File: src/rtl/conv_sequencer.sv
// Sequences one 3x3 window through the four-lane cfc MAC datapath:
// clear, 36 tap-outer/MAC-inner loads, then get, returning {mac3..mac0}.
module conv_sequencer #(
  parameter int TAPS    = 9,
  parameter int MACS    = 4,
  parameter int TIMEOUT = 15
) (
  input  logic                 clock,
  input  logic                 reset_n,
  input  logic                 coef_we,
  input  logic [5:0]           coef_addr,
  input  logic [7:0]           coef_data,
  input  logic                 start,
  input  logic [TAPS*8-1:0]    pixels,
  output logic                 busy,
  output logic                 result_valid,
  output logic [MACS*8-1:0]    result,
  output logic                 error,
  output logic [1:0]           cfc_op_code,
  output logic [1:0]           cfc_index,
  output logic [7:0]           cfc_value_a,
  output logic [7:0]           cfc_value_b,
  input  logic [MACS*8-1:0]    cfc_data_out,
  input  logic                 cfc_done
);
  localparam int            NLOAD = TAPS * MACS;
  localparam int            PW    = $clog2(NLOAD + 2);
  localparam int            TW    = $clog2(TIMEOUT);
  localparam logic [PW-1:0] LAST  = PW'(NLOAD + 1);

  localparam logic [1:0] OP_NOP  = 2'd0;
  localparam logic [1:0] OP_CLR  = 2'd1;
  localparam logic [1:0] OP_LOAD = 2'd2;
  localparam logic [1:0] OP_GET  = 2'd3;

  typedef enum logic [1:0] {IDLE, ISSUE, SETTLE, WAIT} state_e;

  state_e                        state_q;
  logic [PW-1:0]                 ptr_q, ptr_d, k;
  logic [TW-1:0]                 wcnt_q;
  logic                          busy_q, rv_q, err_q;
  logic [MACS*8-1:0]             res_q;
  logic [1:0]                    op_q, idx_q, op_d, idx_d;
  logic [7:0]                    a_q, b_q, a_d, b_d;
  logic [TAPS-1:0][7:0]          pix_q;
  logic [MACS-1:0][TAPS-1:0][7:0] coef_q;

  // A write accepted on the same edge as start must not reach the window
  // just latched, so the overwritten entry is kept aside for this sequence.
  logic       shd_vld_q;
  logic [1:0] shd_mac_q;
  logic [3:0] shd_tap_q;
  logic [7:0] shd_dat_q;

  logic [1:0] wr_mac, mac_s;
  logic [3:0] wr_tap, tap_s;
  logic       wr_en;

  assign wr_mac = coef_addr[5:4];
  assign wr_tap = coef_addr[3:0];
  assign wr_en  = coef_we && (state_q == IDLE) && (wr_tap < 4'(TAPS));

  always_ff @(posedge clock or negedge reset_n) begin
    if (!reset_n)   coef_q <= '0;
    else if (wr_en) coef_q[wr_mac][wr_tap] <= coef_data;
  end

  always_comb begin
    ptr_d = (state_q == IDLE) ? '0 : ptr_q + 1'b1;
    k     = ptr_d - 1'b1;
    mac_s = k[1:0];
    tap_s = k[5:2];
    op_d  = OP_GET;
    idx_d = '0;
    a_d   = '0;
    b_d   = '0;
    if (ptr_d == '0) begin
      op_d = OP_CLR;
    end else if (ptr_d <= PW'(NLOAD)) begin
      op_d  = OP_LOAD;
      idx_d = mac_s;
      a_d   = pix_q[tap_s];
      b_d   = (shd_vld_q && shd_mac_q == mac_s && shd_tap_q == tap_s) ?
              shd_dat_q : coef_q[mac_s][tap_s];
    end
  end

  always_ff @(posedge clock or negedge reset_n) begin
    if (!reset_n) begin
      state_q   <= IDLE;
      ptr_q     <= '0;
      wcnt_q    <= '0;
      busy_q    <= 1'b0;
      rv_q      <= 1'b0;
      err_q     <= 1'b0;
      res_q     <= '0;
      op_q      <= OP_NOP;
      idx_q     <= '0;
      a_q       <= '0;
      b_q       <= '0;
      pix_q     <= '0;
      shd_vld_q <= 1'b0;
      shd_mac_q <= '0;
      shd_tap_q <= '0;
      shd_dat_q <= '0;
    end else begin
      rv_q <= 1'b0;
      case (state_q)
        IDLE: if (start) begin
          state_q   <= ISSUE;
          busy_q    <= 1'b1;
          err_q     <= 1'b0;
          pix_q     <= pixels;
          ptr_q     <= ptr_d;
          op_q      <= op_d;
          idx_q     <= idx_d;
          a_q       <= a_d;
          b_q       <= b_d;
          shd_vld_q <= wr_en;
          shd_mac_q <= wr_mac;
          shd_tap_q <= wr_tap;
          shd_dat_q <= coef_q[wr_mac][wr_tap];
        end
        ISSUE: begin
          op_q    <= OP_NOP;
          state_q <= SETTLE;
        end
        SETTLE: begin
          wcnt_q  <= '0;
          state_q <= WAIT;
        end
        WAIT: begin
          if (cfc_done) begin
            if (ptr_q == LAST) begin
              res_q   <= cfc_data_out;
              rv_q    <= 1'b1;
              busy_q  <= 1'b0;
              idx_q   <= '0;
              a_q     <= '0;
              b_q     <= '0;
              state_q <= IDLE;
            end else begin
              ptr_q   <= ptr_d;
              op_q    <= op_d;
              idx_q   <= idx_d;
              a_q     <= a_d;
              b_q     <= b_d;
              state_q <= ISSUE;
            end
          end else if (wcnt_q == TW'(TIMEOUT - 1)) begin
            err_q   <= 1'b1;
            busy_q  <= 1'b0;
            idx_q   <= '0;
            a_q     <= '0;
            b_q     <= '0;
            state_q <= IDLE;
          end else begin
            wcnt_q <= wcnt_q + 1'b1;
          end
        end
        default: state_q <= IDLE;
      endcase
    end
  end

  assign busy         = busy_q;
  assign result_valid = rv_q;
  assign result       = res_q;
  assign error        = err_q;
  assign cfc_op_code  = op_q;
  assign cfc_index    = idx_q;
  assign cfc_value_a  = a_q;
  assign cfc_value_b  = b_q;
endmodule

File: config.mk
export PLATFORM = sky130hd
export DESIGN_NAME = conv_sequencer
export DESIGN_NICKNAME = d
export VERILOG_FILES = /design/src/rtl/conv_sequencer.sv
export SDC_FILE = /design/constraint.sdc
export NUM_CORES = 1
export LEC_CHECK = 0
export BUFFER_PORTS_ARGS = -buffer_cell sky130_fd_sc_hd__buf_2
export CORE_MARGIN = 3
export CORE_UTILIZATION = 31
export DETAILED_ROUTE_END_ITERATION = 7
export GPL_ROUTABILITY_DRIVEN = 0
export PLACE_DENSITY = 0.44
export SYNTH_ARGS = -nofsm -noshare
export SYNTH_HDL_FRONTEND = slang
export SYNTH_SLANG_ARGS = --single-unit
File: constraint.sdc
create_clock -name clock -period 5.2 [get_ports clock]
set_input_delay 0.26 -clock clock [delete_from_list [all_inputs] [get_ports clock]]
set_output_delay 0.26 -clock clock [all_outputs]
set_load 0.03 [all_outputs]
== Yosys cells after proc, flatten, opt, wreduce, memory -nomap -nowiden ==
Index checks and enable logic that the tools add are counted.

* Add/subtract/negate cells: 3
* Magnitude comparators: 8
* Equal/unequal tests: 15
* Muxes and demuxes: 66
* Reductions and logical operators: 20

{| class="wikitable"
|+ Operators by type and width
! kind !! number
|-
| 72-bit binary-select mux with 2-bit select || 2
|-
| 288-bit bitwise mux || 1
|-
| 72-bit 2-to-1 mux || 3
|-
| 72-bit demux with 2-bit select || 1
|-
| 8-bit 2-to-1 mux || 16
|-
| 8-bit binary-select mux with 4-bit select || 3
|-
| 8-bit demux with 4-bit select || 1
|-
| 8-bit case mux with 2 select lines || 2
|-
| 2-bit 2-to-1 mux || 12
|-
| 6-bit 2-to-1 mux || 4
|-
| 4-bit AND reduction || 4
|-
| 1-bit 2-to-1 mux || 12
|-
| 2-bit != test (second input constant) || 6
|-
| 6-bit case mux with 2 select lines || 1
|-
| 4-bit by 5-bit < comparator with 1-bit output (second input constant) || 2
|-
| 3-bit AND reduction || 3
|-
| 4-bit 2-to-1 mux || 2
|-
| 2-bit case mux with 4 select lines || 1
|-
| 4-bit case mux with 2 select lines || 1
|-
| 6-bit by 1-bit adder with 6-bit output (second input constant) || 1
|-
| 6-bit equality test (second input constant) || 1
|-
| 6-bit <= comparator (second input constant) || 1
|-
| 1-bit logical AND || 6
|-
| 6-bit logical NOT || 1
|-
| other kinds (19) || 25
|}

* Flip-flop bits (word level): 442
* Input bits: 123
* Output and inout port bits: 55
* Word-level logic and storage cells: 172

== Logic depth before layout (Yosys ltp) ==
Gate-level depths: netlist of run 1.

* Depth in word-level cells: 13
* Depth in mapped cells: 18
* Depth with buffers taken out: 12

== Worst setup path before layout of run 1 ==
OpenSTA, ideal clock, no wires.

* Path kind: reg2reg
* Start: register state_q[0]
* End: register a_q[5] (netlist: cfc_value_a[5])
* Setup time: 0.128 ns
* Data arrival time: 3.789 ns
* Data required time: 5.072 ns
* Path slack: 1.283 ns
* Cell stages (with the launch flop): 17
* Buffers on the path: 7
* Clock period less this slack: 3.917 ns
* Cells stage by stage: dfrtp_1 > inv_1 > ha_1 > buf_4 > nor2_2 > inv_1 > buf_4 > buf_2 > clkbuf_1 > ha_1 > buf_2 > xnor2_2 > buf_4 > clkbuf_1 > mux4_2 > a222oi_1 > nand2_1

* Word-level cells in the longest chain between the ends: 10
* Elaborated cells between the ends (all ways): 18
* Classes of those cells: add/sub: 1; order compare: 1; eq/ne: 3; mux: 9; reduce/logical: 4

{| class="wikitable"
|+ RTL lines
! item !! line !! RTL
|-
| start: declaration || 38 || <nowiki>state_e state_q;</nowiki>
|-
| start signal: assignment || 90 || <nowiki>state_q <= IDLE;</nowiki>
|-
| start signal: assignment || 110 || <nowiki>state_q <= ISSUE;</nowiki>
|-
| start signal: assignment || 126 || <nowiki>state_q <= SETTLE;</nowiki>
|-
| 2-bit logical NOT || 69, 108 ||
|-
| 6-bit 2-to-1 mux || 69 || <nowiki>ptr_d = (state_q == IDLE) ? '0 : ptr_q + 1'b1;</nowiki>
|-
| 6-bit by 1-bit subtractor with 6-bit output || 70 || <nowiki>k = ptr_d - 1'b1;</nowiki>
|-
| 8-bit binary-select mux with 4-bit select || 82 || <nowiki>a_d = pix_q[tap_s];</nowiki>
|-
| 8-bit 2-to-1 mux (not written as such) || 82 ||
|-
| 8-bit 2-to-1 mux || 79 || <nowiki>end else if (ptr_d <= PW'(NLOAD)) begin</nowiki>
|-
| 8-bit 2-to-1 mux || 77 || <nowiki>if (ptr_d == '0) begin</nowiki>
|-
| 8-bit 2-to-1 mux || 134 || <nowiki>if (ptr_q == LAST) begin</nowiki>
|-
| 8-bit 2-to-1 mux || 133 || <nowiki>if (cfc_done) begin</nowiki>
|-
| 8-bit case mux with 2 select lines || 108 || <nowiki>case (state_q)</nowiki>
|-
| end signal: assignment || 117 || <nowiki>a_q <= a_d;</nowiki>
|-
| end signal: assignment || 139 || <nowiki>a_q <= '0;</nowiki>
|-
| end signal: assignment || 146 || <nowiki>a_q <= a_d;</nowiki>
|-
| end: declaration || 44 || <nowiki>logic [7:0] a_q, b_q, a_d, b_d;</nowiki>
|}

Several ways; a longest one is shown, not always the timed one. The select of a mux whose other input is x is not followed.
A chain may end at the register's enable or synchronous reset.

== Worst setup path after layout of run 1 ==
* Start: register state_q[0]
* End: register b_q[1] (netlist: cfc_value_b[1])

* Word-level cells in the longest chain between the ends: 13
* Elaborated cells between the ends (all ways): 25
* Classes of those cells: add/sub: 1; order compare: 1; eq/ne: 5; mux: 12; reduce/logical: 6

{| class="wikitable"
|+ RTL lines
! item !! line !! RTL
|-
| 2-bit logical NOT || 69, 108 ||
|-
| 6-bit 2-to-1 mux || 69 ||
|-
| 6-bit by 1-bit subtractor with 6-bit output || 70 ||
|-
| 72-bit binary-select mux with 2-bit select || 84 || <nowiki>shd_dat_q : coef_q[mac_s][tap_s];</nowiki>
|-
| 72-bit 2-to-1 mux (not written as such) || 84 ||
|-
| 8-bit binary-select mux with 4-bit select || 84 ||
|-
| 8-bit 2-to-1 mux (not written as such) || 84 ||
|-
| 8-bit 2-to-1 mux || 83 || <nowiki>b_d = (shd_vld_q && shd_mac_q == mac_s && shd_tap_q == tap_s) ?</nowiki>
|-
| 8-bit 2-to-1 mux || 79 ||
|-
| 8-bit 2-to-1 mux || 77 ||
|-
| 8-bit 2-to-1 mux || 134 ||
|-
| 8-bit 2-to-1 mux || 133 ||
|-
| 8-bit case mux with 2 select lines || 108 ||
|-
| end signal: assignment || 118 || <nowiki>b_q <= b_d;</nowiki>
|-
| end signal: assignment || 140 || <nowiki>b_q <= '0;</nowiki>
|-
| end signal: assignment || 147 || <nowiki>b_q <= b_d;</nowiki>
|-
| end: declaration || 44 ||
|}

Several ways; a longest one is shown, not always the timed one. The select of a mux whose other input is x is not followed.

==> results of run 1 <==
-- logic make-up (layout without fill, tap and decap cells) --
family | count (synthesis) | count (layout) | share of synthesized area
XOR/XNOR | 14 | 14 | 0.00874
AND/OR/NAND/NOR | 564 | 564 | 0.102
multiplexers | 527 | 527 | 0.312
AO/OA/AOI/OAI | 201 | 201 | 0.0618
buffers and inverters | 172 | 451 | 0.0314
other | 0 | 4 | 0
adder cells (fa/ha/maj) | 12 | 12 | 0.00648
flip-flops | 442 | 442 | 0.477
-- worst min-delay path: stages --
cell and delay [ps]:
buf_2 230, nand2_1 120, nand2_1 50
-- state kept, by name, indices dropped and copies added (netlist names) --
signal,flops
ptr_q,6
result_valid,1
busy,1
shd_vld_q,1
coef_q,288
cfc_value_b,8
cfc_index,2
wcnt_q,4
shd_dat_q,8
state_q,2
result,32
pix_q,72
shd_mac_q,2
cfc_value_a,8
cfc_op_code,2
error,1
shd_tap_q,4
-- area by class of cell --
| class | count | area (um^2) | share of cell area |
|---|---|---|---|
| Timing Repair Buffer | 314 | 2230 | 0.0800 |
| Clock inverter | 12 | 120 | 0.00430 |
| Multi-Input combinational cell | 1318 | 11400 | 0.409 |
| Clock buffer | 88 | 1720 | 0.0616 |
| Antenna cell | 4 | 10.0 | 0.000359 |
| Sequential cell | 442 | 11100 | 0.396 |
| Tap cell | 959 | 1200 | 0.0430 |
| Inverter | 37 | 141 | 0.00507 |
-- placed cells by master (no fill, tap or decap), types with 4 or more instances in the layout --
master / n
o31ai_1: 8
nand3_1: 21
inv_1: 36
clkbuf_1: 11
a21oi_1: 38
clkbuf_8: 22
a222oi_1: 8
clkinv_2: 7
mux2i_1: 112
nand2_1: 412
buf_2: 174
nand4_1: 4
a22o_1: 9
nor2b_1: 5
o221ai_1: 16
dlygate4sd3_1: 106
a31oi_1: 13
dfrtp_1: 442
ha_1: 11
mux4_2: 128
xor2_1: 5
o21ai_0: 43
or2_2: 5
buf_4: 30
nor2_1: 54
or3_1: 25
nand2b_1: 7
nor3_1: 10
mux2_2: 287
o311ai_0: 19
o211ai_1: 4
o22ai_1: 5
diode_2: 4
a211oi_1: 8
clkbuf_16: 55
-- cells in the mapped netlist, drive strengths merged, types with 3 or more instances --
cell type | n | area [um^2]
o22ai | 5 | 31.3
nand3 | 22 | 115
nand4 | 4 | 25.0
ha | 12 | 150
and3 | 3 | 18.8
nor4 | 6 | 80.1
clkbuf | 88 | 330
nor2b | 5 | 31.3
o21a | 3 | 22.5
mux2 | 287 | 3230
a211oi | 8 | 60.1
inv | 37 | 139
o211ai | 4 | 30.0
xor2 | 6 | 60.1
nand2b | 7 | 43.8
a222oi | 8 | 80.1
a31oi | 14 | 93.8
or2 | 6 | 37.5
o21ai | 47 | 239
a22oi | 3 | 22.5
nor2 | 58 | 233
or3 | 25 | 156
a21oi | 39 | 206
buf | 47 | 259
nor3 | 10 | 50.1
mux2i | 112 | 1120
xnor2 | 6 | 97.6
o221ai | 16 | 140
o311ai | 20 | 175
nand2 | 413 | 1550
a22o | 9 | 78.8
mux4 | 128 | 2880
o31ai | 8 | 60.1
dfrtp | 442 | 11100
-- path summary, 6_finish.rpt --
kind	to	slack [ps]	start
worst max register to register	cfc_value_b[1]$_DFFE_PN0P_	810	state_q[0]$_DFFE_PN0P_
worst min-delay path	shd_tap_q[1]$_DFFE_PN0P_	110	coef_addr[1]
min in group asynchronous	pix_q[60]$_DFFE_PN0P_	290	reset_n
max in group asynchronous	coef_q[271]$_DFFE_PN0P_	3520	reset_n
worst min register to register	result[30]$_DFFE_PN0P_	460	result[30]$_DFFE_PN0P_
worst max-delay path	cfc_value_b[1]$_DFFE_PN0P_	810	state_q[0]$_DFFE_PN0P_
-- metal layers --
metal  GRT usage  wire length (um)
met2       0.314             35700
met3      0.0286              4130
met1       0.267             34000
met4      0.0476              1690
met5           0                13
-- power by group --
part	switching, W	internal (W)	leakage (nW)
registers	0.000579	0.00418	5.92
logic	0.00375	0.00269	6.29
clock network	0.00152	0.00235	0.914
total	0.00586	0.00922	13.1
-- repair_timing --
| action | 4_1_cts | 5_1_grt |
|---|---|---|
| gates resized for setup | 0 | 0 |
| hold endpoints to repair | 201 | 0 |
| hold buffers | 106 | 0 |
-- stage by stage --
step           std cells  area (um^2)  utilization  hold WS (ps)
2_1_floorplan       1932        23200            -         -35.6
3_3_place_gp        2964        25000        0.340           369
3_5_place_dp        2964        25000        0.340           367
4_1_cts             3170        27900        0.379          61.6
5_1_grt             3170        27900        0.379           110
6_report            3174        27900        0.379           113
==> PnR_summary.wiki, run 1 <==
{| class="wikitable"
! Metric !! Value
|-
| Crit path DAT || 4910 ps
|-
| Hold Path Cell Cnt || 3
|-
| Power after layout || around 0.015 W
|-
| Vertical die dimension || between 200 and 300 um
|-
| Gate Count Post-Synth || slightly below 2000
|-
| Family with the most delay on the worst path || XOR/XNOR gates
|-
| Clock root buffer master || clkbuf_16
|-
| Power per cell area || approximately 540 nW/um^2
|-
| Clock slew at the register clock pins of the worst setup and hold paths || 60 ps
|-
| Nets || between 2000 and 2500
|-
| Status || complete, no violations
|-
| Sequential fraction of the synthesis area || 0.477
|-
| Number of slew-limit violations in the final report || 0
|-
| Max-cap check violation count || 0
|-
| Leak || 13.1 nW
|-
| Pin count of the biggest net entering global routing || 134
|-
| Worst EP required || roughly 5700 ps
|-
| Maximum count of clock buffers along a single path || 3
|-
| Count of standard-cell rows || 99
|-
| Slowest cell on crit path || xnor2_4
|-
| Highest ir drop seen on vdd || 0.392 mV
|-
| Slew margin rel. || 0.0982
|-
| Number of ports placed on the die boundary || 178
|-
| DR iter-0 viols || 1183
|-
| Final ANT Viol Nets || 0
|-
| Initial core utilization || 0.315
|-
| Filler instances || between 7000 and 8000
|-
| Final worst path period share || 0.844
|-
| CP Class || reg -> reg
|-
| Category of the worst setup path capture point || flop
|-
| Share of synthesized registers carrying an async set or reset || 1.00
|-
| CP bufs+invs || 2
|-
| Synth Flop Type || dfrtp_1
|-
| Clock Sink Count || between 400 and 500
|-
| Die width || about 280 um
|-
| Startpoint Class || flop
|-
| Tightest Pin Transition || about 1300 ps
|-
| Final-report setup violation count || 0
|-
| Number of logic stages on the critical path including buffering || 10
|-
| Aggregate global-route resource usage || 0.191
|-
| Post-synthesis instance area || between 20000 and 25000 um^2
|-
| Number of enable-type register cells in the synthesized netlist || 0
|-
| Total negative slack for setup checks || 0 ps
|-
| Clock tree skew after final layout || 22.1 ps
|-
| Delay of the slowest critical-path stage || 950 ps
|-
| Number of buffers inserted during clock tree synthesis || 54
|-
| Library cells used by synthesis || 68
|-
| Most Frequent Cell on Critical Path || ha_1
|-
| Number of cell instances on the worst register-to-register path || 10
|-
| Detailed-route via count || 16800
|-
| DP HPWL || 49600 um
|-
| P&R area growth vs syn || 20.4%
|-
| Setup repair bufs after CTS || 0
|-
| Number of warnings issued by yosys || 0
|-
| Number of global-route vias before repair || between 15000 and 20000
|-
| Number of remaining DRC errors || 0
|-
| Unrepaired setup endpoints after global routing || no
|-
| DR pass1 iterations || 7
|-
| Largest fanout on the critical path || 15
|-
| Proportion of layout cells with a drive suffix above 1 || 0.334
|-
| Number of antenna violations at the first check in global routing || 3
|-
| Number of nets produced by synthesis || just over 2000
|-
| Final wirelength || around 76000 um
|-
| Overall die area || around 80000 um^2
|-
| Number of buffers added on ports || 177
|-
| Cells along the critical path || inv_1 > ha_1 > or2_2 > ha_1 > xnor2_4 > buf_4 > mux4_2 > nand2_1 > o311ai_0 > a31oi_1
|-
| CTS tree || yes
|-
| Global-route wire length before repair || roughly 110000 um
|-
| Min-Delay Path Class || in -> reg
|-
| Synthesized area per cell || 12.0 um^2
|-
| Max frequency || about 230 MHz
|-
| Floorplan core area || 73600 um^2
|-
| Post-layout worst setup margin || 809 ps
|-
| Seq cells post-synth || 442
|-
| Clock latency reported for the late side of the worst-skew pair || around 610 ps
|-
| Post-Place Setup Slack || 870 ps
|-
| Shortest period the worst path allows || 4390 ps
|-
| Final Hold Vio Count || 0
|-
| Remaining Overflow, GRT || 0
|-
| Number of levels the H-tree was split into || 2
|-
| Vias per cell || between 5 and 6
|-
| Routed length per instance || 23.8 um
|}
Note: power is estimated with default switching activity, not from simulation.
==> run 2, diff against run 1 <==
Clock period 5.2 ns to 4.13 ns, I/O delays scaled along.
==> run 2 against run 1 <==
  * Register-to-register slack lost 530 ps
  * Hold slack lost 35 ps
  * Sequential power grew 26%
  * Final area is 0.66% higher
  * First-iteration DRC count rose by 11%
  * Combinational power up 30%
  * Global-route usage up 0.077 points
  * Final cell count grew 0.91%
  * Critical endpoint unchanged
  * Largest power group unchanged
==> PnR_summary.wiki, run 2 (same netlist as run 1, synthesis figures left out) <==
{| class="wikitable"
! Metric !! Value
|-
| Status || complete, no violations (unchanged)
|-
| Min Hold Slack || 77.9 ps (was 113 ps)
|-
| Remaining Overflow, GRT || 0 (unchanged)
|-
| Final worst path period share || 0.932 (was 0.844)
|-
| Global-route wire length before repair || 115000 um (was 114000 um)
|-
| Pin count of the biggest net entering global routing || 111 (was 134)
|-
| DP HPWL || 50600 um (was 49600 um)
|-
| Post-layout utilization of the core || 0.382 (was 0.379)
|-
| Largest fanout on the critical path || 16 (was 15)
|-
| DR pass1 iterations || 5 (was 7)
|-
| Met1 track demand over resource in global routing || 0.273 (was 0.267)
|-
| Max frequency || 260 MHz (was 228 MHz)
|-
| Layer with the highest usage || met2 (unchanged)
|-
| Commonest cells after routing, fill and taps aside || dfrtp_1, nand2_1, mux2_2 (unchanged)
|-
| Highest ir drop seen on vdd || 0.634 mV (was 0.392 mV)
|-
| Final ANT Viol Nets || 0 (unchanged)
|-
| Clock latency reported for the late side of the worst-skew pair || 600 ps (was 610 ps)
|-
| Number of slew-limit violations in the final report || 0 (unchanged)
|-
| Initial core utilization || 0.315 (unchanged)
|-
| Floorplan core area || 73600 um^2 (unchanged)
|-
| Nets || 2341 (was 2302)
|-
| Maximum count of clock buffers along a single path || 3 (unchanged)
|-
| Number of levels the H-tree was split into || 2 (unchanged)
|-
| Post-Place Setup Slack || 237 ps (was 870 ps)
|-
| Slew margin rel. || 0.273 (was 0.0982)
|-
| Tightest Pin Transition || 1090 ps (was 1350 ps)
|-
| Final Hold Vio Count || 0 (unchanged)
|-
| Total negative slack for setup checks || 0 ps (unchanged)
|-
| Final wirelength || 75200 um (was 75500 um)
|-
| Aggregate global-route resource usage || 0.192 (was 0.191)
|-
| CP Class || reg -> reg (unchanged)
|-
| Count of instances resized after the clock tree is built || 0 (unchanged)
|-
| Routed length per instance || 23.5 um (was 23.8 um)
|-
| Die width || 279 um (unchanged)
|-
| Post-layout worst setup margin || 280 ps (was 809 ps)
|-
| Worst EP required || 4650 ps (was 5720 ps)
|-
| Total instance count after detailed placement || 3003 (was 2964)
|-
| Max-cap check violation count || 0 (unchanged)
|-
| Met2 routing resource usage after global routing || 0.307 (was 0.314)
|-
| Number of buffers inserted during clock tree synthesis || 54 (unchanged)
|-
| Clock root buffer master || clkbuf_16 (unchanged)
|-
| Number of antenna violations at the first check in global routing || 4 (was 3)
|-
| Leak || 13.3 nW (was 13.1 nW)
|-
| Proportion of layout cells with a drive suffix above 1 || 0.341 (was 0.334)
|-
| Largest register by flop count || coef_q (unchanged)
|-
| Most common cell after layout, fill and taps aside || dfrtp_1 (unchanged)
|-
| CTS tree || yes (unchanged)
|-
| Detailed-route via count || 17000 (was 16800)
|-
| DR iter-0 viols || 1313 (was 1183)
|-
| Crit path DAT || 4370 ps (was 4910 ps)
|-
| Clock Sink Count || 442 (unchanged)
|-
| Clock slew at the register clock pins of the worst setup and hold paths || 60 ps (about the same)
|-
| Fin cells || 3203 (was 3174)
|-
| Vertical die dimension || 279 um (unchanged)
|-
| Category of the worst setup path capture point || flop (unchanged)
|-
| Number of ports placed on the die boundary || 178 (unchanged)
|-
| Vias per cell || 5.30 (about the same)
|-
| Clock tree skew after final layout || 21.1 ps (was 22.1 ps)
|-
| Number of buffers added on ports || 177 (unchanged)
|-
| Min-Delay Path Class || in -> reg (unchanged)
|-
| Count of standard-cell rows || 99 (unchanged)
|-
| Power per cell area || 674 nW/um^2 (was 540 nW/um^2)
|-
| Overall die area || 78100 um^2 (unchanged)
|-
| Shortest period the worst path allows || 3850 ps (was 4390 ps)
|-
| Met3 global-route usage || 0.0278 (was 0.0286)
|-
| Filler instances || 7144 (was 7109)
|-
| Max FFs per register || 288 (unchanged)
|-
| Number of remaining DRC errors || 0 (unchanged)
|-
| # hold bufs at CTS || 106 (unchanged)
|-
| Setup repair bufs after CTS || 0 (unchanged)
|-
| Final-report setup violation count || 0 (unchanged)
|-
| Startpoint Class || flop (unchanged)
|-
| Unrepaired setup endpoints after global routing || no (unchanged)
|-
| P&R area growth vs syn || 21.2% (was 20.4%)
|-
| Number of global-route vias before repair || 17700 (was 17600)
|}
==> run 2: changes by cell type in the layout (fill, tap and decap cells not counted), sizes merged <==
cell,before,now
diode,4,2
inv,39,38
clkinvlp,1,2
clkinv,7,6
buf,208,247
clkbuf,88,81
==> run 2: per-stage QoR <==
step	power, W	instance area, um^2
after global placement	0.0142	25300
after global routing	0.0201	28100
final	0.0189	28100
after floorplan	0.0116	23200
after CTS	0.0192	28100
after detailed placement	0.0143	25300
==> run 2: path summary, 6_finish.rpt <==
check	start	end	slack (ps)	depth (start not counted)
setup / recovery	ptr_q[1]$_DFFE_PN0P_	cfc_value_b[1]$_DFFE_PN0P_	280	10
hold reg to reg	result[15]$_DFFE_PN0P_	result[15]$_DFFE_PN0P_	470	2
setup reg to reg	ptr_q[1]$_DFFE_PN0P_	cfc_value_b[1]$_DFFE_PN0P_	280	10
max in group asynchronous	reset_n	coef_q[99]$_DFFE_PN0P_	2700	3
min in group asynchronous	reset_n	pix_q[52]$_DFFE_PN0P_	240	2
hold / removal	coef_addr[4]	shd_mac_q[0]$_DFFE_PN0P_	80	3
==> run 2: worst max-delay path, cell delays in order, from the launching register on <==
cell     delay, ps
dfrtp_1        410
inv_1           60
ha_1           310
or2_2          340
ha_1           360
xnor2_4        730
buf_12         300
mux4_2         550
mux2i_1        390
a21oi_1        140
a31oi_1        180
==> run 2: power breakdown <==
group / total [W] / switching [W] / leakage, nW / internal (W)
combinational: 0.00836 / 0.00476 / 6.50 / 0.00360
sequential: 0.00599 / 0.000724 / 5.92 / 0.00527
clock: 0.00460 / 0.00187 / 0.825 / 0.00273
==> run 2: final cells by class <==
type | count | area [um^2] | share of cell area
inverter | 37 | 141 | 0.00503
multi-input combinational | 1318 | 11400 | 0.407
antenna | 2 | 5.00 | 0.000178
timing repair buffer | 353 | 2570 | 0.0916
clock inverter | 11 | 114 | 0.00405
sequential | 442 | 11100 | 0.394
clock buffer | 81 | 1570 | 0.0560
tap | 959 | 1200 | 0.0427
==> run 2: per-layer routing <==
layer | routed length [um] | part of all wire
met5 | 0 | 0
met1 | 35200 | 0.47
met3 | 3540 | 0.047
met4 | 2030 | 0.027
met2 | 34400 | 0.46
==> run 3, diff against run 2 <==
Settings changed: BUFFER_PORTS_ARGS -buffer_cell sky130_fd_sc_hd__buf_2 to unset, DONT_BUFFER_PORTS set to 1, PLACE_DENSITY 0.44 to 0.42.
==> run 3 against run 2 <==
  * The flow now finishes with violations (hold timing)
  * Final area shrank 1.9%
  * Maximum frequency increased by 0.11%
  * Final cell count is 5.0% lower
  * Via count down 3.6%
  * Sequential share of layout area rose by 0.76 points
  * Sequential power is 3% higher
  * Setup slack better by 4.4 ps
  * Flip-flop and latch count unchanged
==> PnR_summary.wiki, run 3 (same netlist as run 1, synthesis figures left out) <==
{| class="wikitable"
! Metric !! Value
|-
| Clock latency reported for the late side of the worst-skew pair || 620 ps (was 600 ps)
|-
| Crit path DAT || 4380 ps (was 4370 ps)
|-
| Detailed-route via count || 16400 (was 17000)
|-
| Clock Sink Count || 442 (unchanged)
|-
| Slew margin rel. || 0.217 (was 0.273)
|-
| Overall die area || 78100 um^2 (unchanged)
|-
| Area taken by flip-flops and latches || 11100 um^2 (unchanged)
|-
| Number of buffers inserted during clock tree synthesis || 54 (unchanged)
|-
| Violations in the final reports || hold timing
|-
| Final Hold Vio Count || 442 (was 0)
|-
| Vias per cell || 5.38 (was 5.30)
|-
| Shortest period the worst path allows || 3850 ps (about the same)
|-
| Proportion of layout cells with a drive suffix above 1 || 0.279 (was 0.341)
|-
| Unrepaired setup endpoints after global routing || no (unchanged)
|-
| Clock tree skew after final layout || 30.4 ps (was 21.1 ps)
|-
| Number of buffers added on ports || 0 (was 177)
|-
| # hold bufs at CTS || 138 (was 106)
|-
| Tightest Pin Transition || 1170 ps (was 1090 ps)
|-
| Clock root buffer master || clkbuf_16 (unchanged)
|-
| Floorplan core area || 73600 um^2 (unchanged)
|-
| Final worst path period share || 0.931 (was 0.932)
|-
| Final ANT Viol Nets || 0 (unchanged)
|-
| Min Hold Slack || -715 ps (was 77.9 ps)
|-
| Routed length per instance || 24.8 um (was 23.5 um)
|-
| CP Class || reg -> reg (unchanged)
|-
| Final non-filler cell area || 27600 um^2 (was 28100 um^2)
|-
| Count of standard-cell rows || 99 (unchanged)
|-
| Max frequency || 260 MHz (about the same)
|-
| Number of antenna violations at the first check in global routing || 3 (was 4)
|-
| Max-cap check violation count || 0 (unchanged)
|-
| Post-layout worst setup margin || 284 ps (was 280 ps)
|-
| Highest ir drop seen on vdd || 0.461 mV (was 0.634 mV)
|-
| Power per cell area || 690 nW/um^2 (was 674 nW/um^2)
|-
| Nets || 2174 (was 2341)
|-
| Die width || 279 um (unchanged)
|-
| Setup repair bufs after CTS || 0 (unchanged)
|-
| Placed instance area || 24200 um^2 (was 25300 um^2)
|-
| Maximum count of clock buffers along a single path || 3 (unchanged)
|-
| Leak || 12.6 nW (was 13.3 nW)
|-
| Pin count of the biggest net entering global routing || 443 (was 111)
|-
| Clock slew at the register clock pins of the worst setup and hold paths || 60 ps (about the same)
|-
| Most common cell after layout, fill and taps aside || dfrtp_1 (unchanged)
|-
| Filler instances || 7107 (was 7144)
|-
| Max FFs per register || 288 (unchanged)
|-
| Count of instances resized after the clock tree is built || 0 (unchanged)
|-
| Vertical die dimension || 279 um (unchanged)
|-
| Aggregate global-route resource usage || 0.192 (about the same)
|-
| P&R area growth vs syn || 18.9% (was 21.2%)
|-
| Min-Delay Path Class || in -> async (was in -> reg)
|-
| CTS tree || yes (unchanged)
|-
| Remaining Overflow, GRT || 0 (unchanged)
|-
| DR pass1 iterations || 5 (unchanged)
|-
| DR iter-0 viols || 1241 (was 1313)
|-
| Power after layout || 0.0190 W (was 0.0189 W)
|-
| Category of the worst setup path capture point || flop (unchanged)
|-
| Largest fanout on the critical path || 19 (was 16)
|-
| Status || finished, violations left (was complete, no violations)
|-
| Global-route wire length before repair || 114000 um (was 115000 um)
|-
| Number of global-route vias before repair || 16900 (was 17700)
|-
| Number of slew-limit violations in the final report || 0 (unchanged)
|-
| Initial core utilization || 0.315 (unchanged)
|-
| Startpoint Class || flop (unchanged)
|-
| Worst EP required || 4670 ps (was 4650 ps)
|-
| Post-Place Setup Slack || 262 ps (was 237 ps)
|-
| Final wirelength || 75300 um (was 75200 um)
|-
| Commonest cells after routing, fill and taps aside || dfrtp_1, nand2_1, mux2_2 (unchanged)
|-
| Total negative slack for setup checks || 0 ps (unchanged)
|-
| Area taken by multi-input logic gates || 11400 um^2 (unchanged)
|-
| Largest register by flop count || coef_q (unchanged)
|-
| Final-report setup violation count || 0 (unchanged)
|-
| Number of ports placed on the die boundary || 178 (unchanged)
|-
| Number of levels the H-tree was split into || 2 (unchanged)
|-
| Number of remaining DRC errors || 0 (unchanged)
|-
| DP HPWL || 47500 um (was 50600 um)
|}
==> run 3: cell types whose count changed in the layout (fill, tap and decap cells not counted) <==
cell           delta
buf_12            +3
buf_2           -174
buf_4            -19
buf_8             -1
bufinv_16         +4
clkbuf_16         +1
clkbuf_8          +3
clkinv_16         +1
clkinv_2          -2
dlygate4sd3_1    +24
inv_6             -1
==> run 3: cell type report <==
cell class              count  area share
multi-input cells        1318       0.415
flip-flops and latches    442       0.401
repair buffers            186      0.0670
clock buffers              85      0.0595
well taps                 959      0.0435
clock inverters            13     0.00890
inverters                  37     0.00513
diodes                      2    0.000182
==> run 3: layer usage <==
| layer | GRT usage | vias to the layer above | wire (um) |
|---|---|---|---|
| met5 | 0 | - | 9 |
| met2 | 0.303 | 461 | 34500 |
| li1 | - | 7229 | - |
| met4 | 0.0540 | 2 | 1910 |
| met1 | 0.274 | 8568 | 34700 |
| met3 | 0.0334 | 104 | 4280 |
==> run 3: final timing paths <==
kind                                        start                         end  slack (ps)  cells after the start
hold / removal                            reset_n       pix_q[60]$_DFFE_PN0P_        -720                      0
setup / recovery           state_q[0]$_DFFE_PN0P_  cfc_value_b[0]$_DFFE_PN0P_         280                     10
setup reg to reg           state_q[0]$_DFFE_PN0P_  cfc_value_b[0]$_DFFE_PN0P_         280                     10
min in group clock                   coef_addr[4]    shd_dat_q[6]$_DFFE_PN0P_          60                      3
hold reg to reg             pix_q[18]$_DFFE_PN0P_       pix_q[18]$_DFFE_PN0P_         470                      2
max in group asynchronous                 reset_n      coef_q[53]$_DFFE_PN0P_        3880                      0
==> run 3: report_power, final <==
part	total, W	switching, W	leakage (nW)	internal [W]
logic	0.00785	0.00440	5.76	0.00345
clock network	0.00502	0.00193	0.915	0.00309
registers	0.00616	0.000892	5.92	0.00526
total	0.0190	0.00722	12.6	0.0118
==> run 3: stage by stage <==
step | instances | hold WS, ps | util
final | 3042 | -715 | 0.375
after CTS | 3040 | -753 | 0.375
after floorplan | 1932 | -89.1 | -
after detailed placement | 2804 | -73.3 | 0.329
after global routing | 3040 | -733 | 0.375
after global placement | 2804 | -77.7 | 0.329
==> run 3: critical path: stages, from the launching register on <==
cell     delay, ps
dfrtp_1        410
inv_1          120
ha_1           350
or2_2          360
ha_2           680
buf_4          370
buf_4          380
mux4_2         390
mux2i_1        380
a21oi_1        130
a31oi_1        180
